[config.mk]
export PLATFORM = sky130hd
export DESIGN_NAME = pwm_capture
export DESIGN_NICKNAME = d
export VERILOG_FILES = /design/src/rtl/pwm_capture.sv
export SDC_FILE = /design/constraint.sdc
export NUM_CORES = 1
export LEC_CHECK = 0
export ABC_AREA = 1
export ABC_CLOCK_PERIOD_IN_PS = 2100
export BUFFER_PORTS_ARGS = -buffer_cell sky130_fd_sc_hd__buf_2
export CAP_MARGIN = 20
export CORE_UTILIZATION = 57
export DETAILED_ROUTE_END_ITERATION = 10
export HOLD_SLACK_MARGIN = 0.15
export PLACE_DENSITY = 0.87
export SLEW_MARGIN = 20
export SYNTH_ARGS = -nofsm -noshare
export SYNTH_HDL_FRONTEND = slang
export SYNTH_SLANG_ARGS = --single-unit
[constraint.sdc]
create_clock -name clk -period 2.1 [get_ports clk]
set_input_delay 0.525 -clock clk [delete_from_list [all_inputs] [get_ports clk]]
set_output_delay 0.525 -clock clk [all_outputs]
set_load 0.005 [all_outputs]
[src/rtl/pwm_capture.sv]
// PWM input-capture peripheral: measures period and high time of an asynchronous PWM
// input in clk cycles, and reports stuck-high / stuck-low inputs as a sticky timeout.
module pwm_capture (
  input  logic        clk,
  input  logic        rst_n,
  input  logic        cap_en,
  input  logic        pwm_in,
  input  logic [15:0] timeout,
  output logic [15:0] period_out,
  output logic [15:0] high_out,
  output logic        meas_valid,
  output logic        meas_timeout,
  output logic        busy
);

  typedef enum logic [1:0] {IDLE, ARM, HIGH, LOW} state_e;

  state_e      state_q, state_d;
  logic [15:0] cnt_q, cnt_d;
  logic [15:0] high_lat_q, high_lat_d;
  logic [15:0] period_q, period_d;
  logic [15:0] high_q, high_d;
  logic        valid_q, valid_d;
  logic        tmo_q, tmo_d;
  logic        s1_q, s2_q, s2d_q;

  logic        rise, fall, edge_seen, tmo_hit;
  logic [15:0] cnt_inc;

  assign rise      = s2_q & ~s2d_q;
  assign fall      = ~s2_q & s2d_q;
  assign edge_seen = rise | fall;
  assign cnt_inc   = (cnt_q == 16'hFFFF) ? cnt_q : cnt_q + 16'd1;
  assign tmo_hit   = ((timeout != 16'd0) && (cnt_q >= timeout)) || (cnt_q == 16'hFFFF);

  always_ff @(posedge clk or negedge rst_n) begin
    if (!rst_n) begin
      s1_q       <= 1'b0;
      s2_q       <= 1'b0;
      s2d_q      <= 1'b0;
      state_q    <= IDLE;
      cnt_q      <= 16'd0;
      high_lat_q <= 16'd0;
      period_q   <= 16'd0;
      high_q     <= 16'd0;
      valid_q    <= 1'b0;
      tmo_q      <= 1'b0;
    end else begin
      s1_q       <= pwm_in;
      s2_q       <= s1_q;
      s2d_q      <= s2_q;
      state_q    <= state_d;
      cnt_q      <= cnt_d;
      high_lat_q <= high_lat_d;
      period_q   <= period_d;
      high_q     <= high_d;
      valid_q    <= valid_d;
      tmo_q      <= tmo_d;
    end
  end

  always_comb begin
    state_d    = state_q;
    cnt_d      = cnt_q;
    high_lat_d = high_lat_q;
    period_d   = period_q;
    high_d     = high_q;
    valid_d    = 1'b0;
    tmo_d      = tmo_q;

    if (!cap_en) begin
      state_d = IDLE;
      cnt_d   = 16'd0;
      tmo_d   = 1'b0;
    end else begin
      case (state_q)
        IDLE: begin
          state_d = ARM;
          cnt_d   = 16'd0;
        end
        // The period in progress at enable is unknown, so wait for a clean rising edge.
        ARM: begin
          cnt_d = cnt_inc;
          if (rise) begin
            cnt_d   = 16'd1;
            state_d = HIGH;
          end
        end
        HIGH: begin
          cnt_d = cnt_inc;
          if (fall) begin
            high_lat_d = cnt_q;
            state_d    = LOW;
          end
        end
        LOW: begin
          cnt_d = cnt_inc;
          if (rise) begin
            period_d = cnt_q;
            high_d   = high_lat_q;
            valid_d  = 1'b1;
            tmo_d    = 1'b0;
            cnt_d    = 16'd1;
            state_d  = HIGH;
          end
        end
        default: state_d = IDLE;
      endcase

      // Any edge this cycle suppresses the timeout so a legitimate edge always wins.
      if ((state_q != IDLE) && !edge_seen && tmo_hit) begin
        period_d = 16'd0;
        high_d   = s2_q ? 16'hFFFF : 16'd0;
        valid_d  = 1'b1;
        tmo_d    = 1'b1;
        cnt_d    = 16'd0;
        state_d  = ARM;
      end
    end
  end

  assign period_out   = period_q;
  assign high_out     = high_q;
  assign meas_valid   = valid_q;
  assign meas_timeout = tmo_q;
  assign busy         = (state_q != IDLE);

endmodule

==> flow_summary.toml <==
[status]
status = "finished clean"

[drt]
top_layer = "met4"
drt-initial-drc-count = 291
drtAntennaViolNets = 0
drt-pass1-iter-count = 5
routed-wl-met2_um = 4850
wl_met1_um = 3980
routed-via-count = 3439
post-route-drc-count = 0
met3_length_um = 361
totalWireLength_um = 9510
wire_per_inst_um = 15.5
via_per_inst = 5.59

[logic_synthesis]
synth_top_area_frac = 0.478
avgSynthCellArea_um2 = 8.23
ys_types = 28
synthesis.area_um2 = 3720
ys.flop_type = "dfrtp_1"
synth_enable_flop_cells = 0
ys_ff_latch = 71
ys_seq_area_frac = 0.478
async_flop_share = 1.00
synth_fp_nets = 491
yosysWarnings = 0
ys_top_cells_by_area = "dfrtp_1, nand2_1, ha_1, nand3_1, inv_1"
yosys.area.top_type = "dfrtp_1"
synthCells = 452

[die]
die_h_um = 82.8
ios = 55
floorplan.rows = 29
start_util = 0.589
die_x_um = 82.8
die-area_um2 = 6850
core_um2 = 6310

[critical_path]
worst_path_max_delay_cell = "dfrtp_1"
worstPathCellList = "ha_1 -> nand2_1 -> o21bai_1 -> a21oi_1 -> nor2_1 -> nand2_1 -> nand2_2 -> nand2_4 -> nand3_4 -> buf_6 -> nand3_1 -> nand2_1"
path_buf_inv = 1
cpPeakStageDelay_ps = 450
startpoint_type = "register"
crit_arrival_ps = 2310
cp-end-kind = "register"
crit_family = "simple AND/OR/NAND/NOR gates"
crit_top_cell = "nand2_1"
crit_type = "register to register"
cp_data_required_time_ps = 2350
path_max_fanout = 16

[clock_tree]
cts_buffers = 9
cts_tree = "yes"
cts_root_buf = "clkbuf_8"
cts_num_sinks = 71
clk_latency_ps = 360
htreeDepth = 3
clk_pin_slew_ps = 80
clockBufferDepth = 2

[timing]
max_freq_mhz = 486
slew_violations = 0
period_share = 0.981
slew_headroom = 0.697
finalClockSkew_ps = 11.3
final.setup.worst_slack_ps = 40.8
min_period_ps = 2060
finalSetupViolations = 0
hold_ws_ps = 168
worst_pin_slew_ps = 454
finalHoldViolations = 0
rsz0062_at_grt = "yes"

[power_and_ir_drop]
peakVddDrop_uv = 544
power.total_mw = 3.34
p_leak_nw = 2.45
power_density_nw_per_um2 = 718

[final_layout]
syn2layout_area_growth_pct = 25.1
n_antenna_cell = 0
final_core_util = 0.737
drive_above_1_share = 0.255
final_cell_mix = "nand2_1, dfrtp_1, buf_2"
final_common_cell = "nand2_1"
fin_nets = 572
fin_area_um2 = 4650

[place]
post-place-ws_ps = -228
placed_area_um2 = 4210
globalplace.congestion = 0.902
dp_hpwl_um = 6150
portBuffers = 54

[grt]
antenna_found_initial = 0
grt_usage = 0.274
grt_max_degree = 72
grt_remaining_overflow = 0
grt_pass1_vias = 3135
grt_pass1_wl_um = 13800

[min_path]
hp-class = "input port to async pin"

[job]
max-cap-violations = 0
## layer usage
layer,vias to the layer above,GRT usage
li1,1632,-
met4,0,0.141
met3,29,0.0372
met5,-,0
met1,1658,0.331
met2,120,0.475
## what timing repair did
action                                  in CTS  in global routing
endpoints found under the hold margin        0                  0
pin swaps                                    0                  7
cloned                                       0                  2
hold buffers                                 0                  0
resized for setup                            1                 28
buffers inserted                             0                  5
endpoints found under the setup margin       6                 49
## sequential cells by signal (all words and copies together), names as in the netlist
name,count
high_out,16
s2d_q,1
s1_q,1
cnt_q,16
s2_q,1
high_lat_q,16
period_out,16
meas_valid,1
meas_timeout,1
state_q,2
## cell usage after synthesis, types with 6 or more instances
cell type	count
nand2_1	125
o21ai_1	14
o21ai_0	26
nor2_1	18
nand4_1	6
dfrtp_1	71
clkbuf_1	8
ha_1	19
nand3_1	45
a21oi_1	12
nor3_1	19
inv_1	51
nor4_1	6
## metrics by stage
step	TNS [ps]	std cells
6_report	0	615
5_1_grt	-1140	615
4_1_cts	0	608
3_5_place_dp	-8380	592
3_3_place_gp	-3940	592
2_1_floorplan	0	452
## kinds of logic after synthesis
kind of cell / after synthesis / share of synthesized area
xor+xnor: 4 / 0.00942
simple gates: 233 / 0.291
flops: 71 / 0.478
compound gates: 55 / 0.0760
mux: 1 / 0.00269
fa+ha+maj: 19 / 0.0639
buf+inv: 69 / 0.0790
## where the power goes
part	total, mW	internal, mW	switching [mW]
registers	1.61	1.51	0.101
logic	0.592	0.256	0.336
clock network	1.14	0.587	0.552
## final cells by class
cell class                      instances  area [µm²]
Clock buffer                           10         138
Clock inverter                          6        68.8
Inverter                               52         195
Sequential cell                        71        1780
Fill cell                             467        1660
Tap cell                               77        96.3
Multi-Input combinational cell        313        1810
Timing Repair Buffer                   86         568
## path summary, 6_finish.rpt
kind	start	to	slack (ps)	cells after the start
worst max-delay path	cnt_q[10]$_DFF_PN0_	high_out[7]$_DFFE_PN0P_	40	12
worst min-delay path	rst_n	meas_valid$_DFF_PN0_	170	2
worst max register to register	cnt_q[10]$_DFF_PN0_	high_out[7]$_DFFE_PN0P_	40	12
worst min register to register	s1_q$_DFF_PN0_	s2_q$_DFF_PN0_	360	0
max in group asynchronous	rst_n	cnt_q[1]$_DFF_PN0_	1570	2
min in group clk	pwm_in	s1_q$_DFF_PN0_	280	1
Power figures use the tool's default switching activity.
